[src/rtl/mem_bus_ctrl.sv]
// Byte-serial memory controller: arbitrates the fetch and load/store requesters
// onto one 8-bit RAM port. It assembles and splits 32-bit little-endian words
// and produces the stall signals for both pipeline stages.
module mem_bus_ctrl #(
  parameter int ADDR_W = 32,
  parameter int DATA_W = 32
) (
  input  logic              clk,
  input  logic              rst,
  input  logic              if_req,
  input  logic [ADDR_W-1:0] if_addr,
  input  logic              if_clear,
  output logic [DATA_W-1:0] if_data,
  output logic              if_done,
  input  logic              mem_req,
  input  logic              mem_we,
  input  logic [1:0]        mem_len,
  input  logic [ADDR_W-1:0] mem_addr,
  input  logic [DATA_W-1:0] mem_wdata,
  output logic [DATA_W-1:0] mem_rdata,
  output logic              mem_done,
  input  logic [7:0]        ram_din,
  output logic [7:0]        ram_dout,
  output logic [ADDR_W-1:0] ram_a,
  output logic              ram_wr,
  output logic              if_stall,
  output logic              mem_stall
);

  localparam int NB = DATA_W / 8;

  typedef enum logic [2:0] {IDLE, IF_RD, MEM_RD, MEM_WR, DONE} state_t;

  state_t            state, state_nx;
  logic [2:0]        cnt, cnt_nx;
  logic [2:0]        len_n;        // bytes in the latched transaction (1/2/4)
  logic [ADDR_W-1:0] base;
  logic [DATA_W-1:0] wdata;
  logic [DATA_W-1:0] rbuf, rbuf_nx; // read assembly buffer, cleared on accept
  logic              is_if;        // latched transaction belongs to fetch
  logic              accept_mem, accept_if;

  // State register
  always_ff @(posedge clk or posedge rst) begin
    if (rst) state <= IDLE;
    else     state <= state_nx;
  end

  // Next-state, RAM port drive and done pulses
  always_comb begin
    state_nx   = state;
    cnt_nx     = cnt;
    rbuf_nx    = rbuf;
    ram_a      = '0;
    ram_wr     = 1'b0;
    ram_dout   = '0;
    if_done    = 1'b0;
    mem_done   = 1'b0;
    accept_mem = 1'b0;
    accept_if  = 1'b0;
    case (state)
      IDLE: begin
        cnt_nx = '0;
        if (mem_req) begin
          accept_mem = 1'b1;
          state_nx   = mem_we ? MEM_WR : MEM_RD;
        end else if (if_req && !if_clear) begin
          accept_if = 1'b1;
          state_nx  = IF_RD;
        end
      end
      IF_RD, MEM_RD: begin
        if (cnt < len_n) ram_a = base + ADDR_W'(cnt);
        // RAM answers one cycle late, so the byte arriving now is byte cnt-1
        for (int b = 0; b < NB; b++)
          if (cnt == 3'(b + 1)) rbuf_nx[8*b +: 8] = ram_din;
        if (state == IF_RD && if_clear) begin
          state_nx = IDLE;
          cnt_nx   = '0;
        end else if (cnt == len_n) begin
          state_nx = DONE;
          cnt_nx   = '0;
        end else begin
          cnt_nx = cnt + 3'd1;
        end
      end
      MEM_WR: begin
        ram_wr = 1'b1;
        ram_a  = base + ADDR_W'(cnt);
        for (int b = 0; b < NB; b++)
          if (cnt == 3'(b)) ram_dout = wdata[8*b +: 8];
        if (cnt == 3'(len_n - 3'd1)) begin
          state_nx = DONE;
          cnt_nx   = '0;
        end else begin
          cnt_nx = cnt + 3'd1;
        end
      end
      DONE: begin
        // A redirect arriving in the completion cycle kills the fetch pulse
        if_done  = is_if & ~if_clear;
        mem_done = ~is_if;
        state_nx = IDLE;
        cnt_nx   = '0;
      end
      default: begin
        state_nx = IDLE;
        cnt_nx   = '0;
      end
    endcase
  end

  // Transaction latches, read assembly and result registers
  always_ff @(posedge clk or posedge rst) begin
    if (rst) begin
      cnt       <= '0;
      len_n     <= '0;
      base      <= '0;
      wdata     <= '0;
      rbuf      <= '0;
      is_if     <= 1'b0;
      if_data   <= '0;
      mem_rdata <= '0;
    end else begin
      cnt <= cnt_nx;
      if (accept_mem) begin
        base  <= mem_addr;
        wdata <= mem_wdata;
        is_if <= 1'b0;
        rbuf  <= '0;
        case (mem_len)
          2'b00:   len_n <= 3'd1;
          2'b01:   len_n <= 3'd2;
          default: len_n <= 3'd4;
        endcase
      end else if (accept_if) begin
        base  <= if_addr;
        wdata <= '0;
        is_if <= 1'b1;
        rbuf  <= '0;
        len_n <= 3'd4;
      end else begin
        rbuf <= rbuf_nx;
      end
      // Publish the assembled word as the read enters DONE
      if (state_nx == DONE && state == IF_RD)  if_data   <= rbuf_nx;
      if (state_nx == DONE && state == MEM_RD) mem_rdata <= rbuf_nx;
    end
  end

  assign if_stall  = if_req & ~if_done;
  assign mem_stall = mem_req & ~mem_done;

endmodule

[config.mk]
export PLATFORM = sky130hd
export DESIGN_NAME = mem_bus_ctrl
export DESIGN_NICKNAME = d
export VERILOG_FILES = /design/src/rtl/mem_bus_ctrl.sv
export SDC_FILE = /design/constraint.sdc
export NUM_CORES = 1
export LEC_CHECK = 0
export ABC_AREA = 1
export BUFFER_PORTS_ARGS = -buffer_cell sky130_fd_sc_hd__buf_2
export CORE_MARGIN = 10
export CORE_UTILIZATION = 35
export DETAILED_ROUTE_END_ITERATION = 10
export GPL_TIMING_DRIVEN = 1
export SLEW_MARGIN = 5
export SYNTH_ARGS = -nofsm -noshare
export SYNTH_HDL_FRONTEND = slang
export SYNTH_SLANG_ARGS = --single-unit
[constraint.sdc]
create_clock -name clk -period 6.5 [get_ports clk]
set_input_delay 0.975 -clock clk [delete_from_list [all_inputs] [get_ports clk]]
set_output_delay 0.975 -clock clk [all_outputs]
set_load 0.005 [all_outputs]
=== Word-level counts from Yosys, hierarchy flattened ===
Cells that the tools add are included.

* Equality and inequality tests: 12
* Reduce and logical (&&, ||, !) cells: 10
* $add $sub $neg: 3
* Bitwise operators: 7
* Mux-type cells: 42
* $lt $le $gt $ge: 1

{| class="wikitable"
|+ Operator list
! operator !! number
|-
| 2-to-1 mux 32 bit || 8
|-
| 2-to-1 mux 8 bit || 9
|-
| one-hot mux 32 bit (2 select lines) || 1
|-
| adder 32 x 3 -> 32 bit || 1
|-
| 2-to-1 mux 3 bit || 10
|-
| equality test 3 x 2 -> 1 bit, second input constant || 4
|-
| one-hot mux 3 bit (2 select lines) || 2
|-
| 2-to-1 mux 1 bit || 11
|-
| equality test 3 bit, second input constant || 3
|-
| one-hot mux 3 bit (3 select lines) || 1
|-
| equality test 3 x 1 -> 1 bit, second input constant || 2
|-
| equality test 3 bit || 2
|-
| logical NOT 3 bit || 2
|-
| logical AND 1 bit || 4
|-
| NOT 1 bit || 4
|-
| adder 3 x 1 -> 3 bit, second input constant || 1
|-
| AND 1 bit || 3
|-
| less-than comparator 3 bit || 1
|-
| subtractor 3 x 1 -> 3 bit, second input constant || 1
|-
| equality test 2 x 1 -> 1 bit, second input constant || 1
|-
| logical NOT 2 bit || 1
|-
| nonzero test 2 bit || 1
|-
| OR reduction 2 bit || 1
|-
| logical NOT 1 bit || 1
|}

* Output and inout bits: 109
* Bits in registers: 170
* Logic and storage cells: 84
* Input port bits: 112

=== Depth between registers and ports, before layout ===
* Word-level depth: 7
* Depth in mapped cells: 13
* Mapped depth without buffers: 12

=== Worst setup path before layout ===
No wires, ideal clock.

* Path kind: reg2out
* From: register cnt[0]
* To: output ram_a[26]
* Data arrival time: 1.832 ns
* Slack: 3.693 ns
* Path buffers: 0
* Required time: 5.525 ns
* Stages on the path, launching flop included: 11
* Cell sequence: dfrtp_1 -> ha_1 -> inv_1 -> fa_1 -> inv_1 -> nand3_1 -> nand2_1 -> nand4_1 -> nor2_1 -> a21oi_1 -> nor2_1

* Longest elaborated chain between the ends: 3
* Elaborated cells on any way between the ends: 4
* Classes of those cells: add/sub: 1; order compare: 1; mux: 2

{| class="wikitable"
|+ RTL lines
! element !! line !! source
|-
| start: declaration || 35 || <nowiki>logic [2:0] cnt, cnt_nx;</nowiki>
|-
| start signal: assignment || 125 || <nowiki>cnt <= cnt_nx;</nowiki>
|-
| adder 32 x 3 -> 32 bit / less-than comparator 3 bit (equally long branches) || 73, 89 ||
|-
| 2-to-1 mux 32 bit || 73 || <nowiki>if (cnt < len_n) ram_a = base + ADDR_W'(cnt);</nowiki>
|-
| one-hot mux 32 bit (2 select lines) (*) || 61 || <nowiki>case (state)</nowiki>
|-
| end: declaration || 24 || <nowiki>output logic [ADDR_W-1:0] ram_a,</nowiki>
|}

Mark *: on every way between the ends. The rest lies on a longest branch, timed or not.

=== Worst setup path in the final report ===
* From: register cnt[2]
* To: output ram_a[17]

The elaborated chain is that of the path after synthesis.

==> run metrics <==
maxcap violations=0; die width=179 um; R2R Path Start=state[0]$_DFF_PP0_; share of cells above drive strength 1=0.2185; Sw Pwr=2232 uW; total global routing overflow=0; Reg power frac=0.350; worst skew pair latency=0.44 ns; global-route usage over all layers=0.1758; arrival time worst endpoint=2.81 ns; syn avg cell area=7.735 um2; nets=1,467; Internal=2743 uW; post-synth top area cell=dfrtp_1; clock share of power=0.210; routability cong.=0.9047; Synth area leaders=dfrtp_1, nand2_1, inv_1; Worst EP required=5.52 ns; power per cell area=463.6 mW/mm2; CTS H-tree lvls=4; CP max-delay cell=o21ai_4; routed vias/inst=4.974; final hold violations=0; r2r worst-path depth=9; leading cell type in the layout, fill and taps excluded=nand2_1; Post-Synthesis Cells=1,144; Worst-path clk slew=0.07 ns; hold path depth=2; wire length per cell=16.91 um; Synth cell types=40; Max FO, Critical Path=24; Max Slew Vio Count=0; Critical Path Sink Type=output pin; Hold Crit Endpoint=if_data[11]$_DFFE_PP0P_; routed wire length=28,550 um; minimum clock period=3.783 ns; r2r setup slk=3.64 ns; setup TNS=0 ns; Seq/Total Area, Yosys=0.4808; Clock Path Buffers=2; total vias in the final route=8,396; first-pass GRT wire length=44,910 um; synth-to-layout area growth=21.30%; YS warnings=0; Core ar.=0.02504 mm2; number of I/O pins=221; Synth top area share=0.4808; hold_sp=if_data[11]$_DFFE_PP0P_; reg2reg end=base[15]$_DFFE_PP0P_; FP Rows=58; Post-DRT Antenna Nets=0; worst hold path type=flop to flop; slew at the pin with the worst max-slew slack=1.144 ns; TritonCTS buffer count=17; combinational power share=0.440; mapped cell area=0.008848 mm2; DP HPWL=20,630 um; LEAKAGE=0.006085 uW; worst vdd ir=0.1724 mV; Starting Density=0.3534; commonest non-fill, non-tap cells in the layout=nand2_1, buf_2, dfrtp_1; port bufs=220; critical path cell sequence=ha_1 -> a21oi_1 -> o21ai_0 -> o21ai_4 -> inv_2 -> nor3b_1 -> buf_2; CTS root buffer=clkbuf_16; final setup margin=2.717 ns; Post-CTS Setup Inserts=0; Vert. Die Dim=179 um; syn_nets=1,269; CP Class=flop to output pin; RSZ-0062 raised after global routing=no; Yosys reg bits=170; clock sinks=170; CTS tree=yes; slowest cell delay on critical path=0.65 ns; period utilisation layout=0.5820; Rel. slew slack=0.2375; vias in the first global route=8,356; total of hold buffers inserted after clock tree synthesis=0; # setup viols final=0; drt pass-1 iters=7; CTS resizes=0; maximum clock frequency=264.4 MHz; pre-CTS setup slack=3.137 ns; CP Launch Type=flop; # DRC=0; Iteration-0 DRC Markers=983; maximum number of pins on one net before global-route repair=97; Setup Skew=0.02300 ns; status=finished, final reports clean; initial antenna violation count=4; die area=0.03204 mm2; switching fraction of total power=0.4487
-- logic make-up (layout without fill, tap and decap cells) --
group	Yosys count	count (layout)	synth area share
flip-flops	170	170	0.4808
buffers and inverters	201	412	0.1010
adder cells (fa/ha/maj)	13	13	0.01923
other	0	3	0
XOR/XNOR	1	1	0.0009900
AND/OR/NAND/NOR	571	571	0.2711
AO/OA/AOI/OAI	188	188	0.1270
-- synthesized netlist by cell type, drive strengths merged --
library cell,count
o211ai,8
o22ai,21
xnor2,1
nor3b,1
nor3,10
nand2,309
o21a,1
ha,12
and2,2
o21ai,108
clkinv,1
dfrtp,170
o221ai,1
a22oi,1
clkbuf,6
nand3,107
or2,1
a22o,16
fa,1
buf,44
nand4,7
a21oi,27
o311ai,2
a31oi,3
inv,150
nor2,134
-- critical path: cells and delay by family (launching register included) --
family                   cells  cell delay, ns
adder cells (fa/ha/maj)      1            0.34
flip-flops                   1            0.47
AND/OR/NAND/NOR              1            0.25
buffers and inverters        2            0.34
AO/OA/AOI/OAI                3            0.98
-- power groups by stage --
stage | logic, uW | clock network, uW | registers [uW]
5_1_grt | 2480 | 1110 | 1790
4_1_cts | 2210 | 1070 | 1740
3_5_place_dp | 2200 | 0 | 1750
2_1_floorplan | 1500 | 0 | 1690
3_3_place_gp | 2160 | 0 | 1750
6_report | 2190 | 1050 | 1740
-- final cells by class --
cell class	instances	area, um2
diodes	3	7.507
clock buffers	17	425.4
clock inverters	15	188.9
fillers	2597	14300
inverters	151	574.3
multi-input cells	773	3701
flip-flops and latches	170	4254
well taps	330	412.9
repair buffers	229	1169
-- registers in the layout (all words and copies together), names as in the netlist --
signal / flops
is_if: 1
base: 32
len_n: 3
state: 3
cnt: 3
wdata: 32
mem_rdata: 32
rbuf: 32
if_data: 32
-- per-layer routing --
layer / up-vias / share of wire / track usage
met1: 3954 / 0.44 / 0.2304
met4: 4 / 0.023 / 0.06407
met2: 330 / 0.46 / 0.2804
met3: 46 / 0.076 / 0.03728
met5: - / 0.00095 / 0
li1: 4062 / - / -
-- how the worst max path moves through the flow --
stage | to | cells after the start | slack (ns) | from
after floorplan | base[0]$_DFFE_PP0P_ | 1 | 0.92 | rst
after global placement | base[0]$_DFFE_PP0P_ | 10 | 3.23 | if_clear
after detailed placement | base[2]$_DFFE_PP0P_ | 10 | 3.14 | if_clear
after CTS | ram_a[17] | 7 | 2.68 | cnt[2]$_DFF_PP0_
after global routing | ram_a[26] | 11 | 2.47 | cnt[0]$_DFF_PP0_
final | ram_a[17] | 7 | 2.72 | cnt[2]$_DFF_PP0_
-- through the flow --
step	instance area, um2	util	hold WS, ns	total power, uW	instances
global placement	10110	0.4038	0.4600	3915	1653
floorplan	8848	-	0.4627	3196	1144
CTS	10730	0.4284	0.4803	5016	1685
detailed placement	10110	0.4038	0.4598	3949	1653
global route	10730	0.4285	0.4976	5382	1686
finish	10730	0.4287	0.4733	4976	1688
No activity file was read; power rests on OpenSTA's default activity.
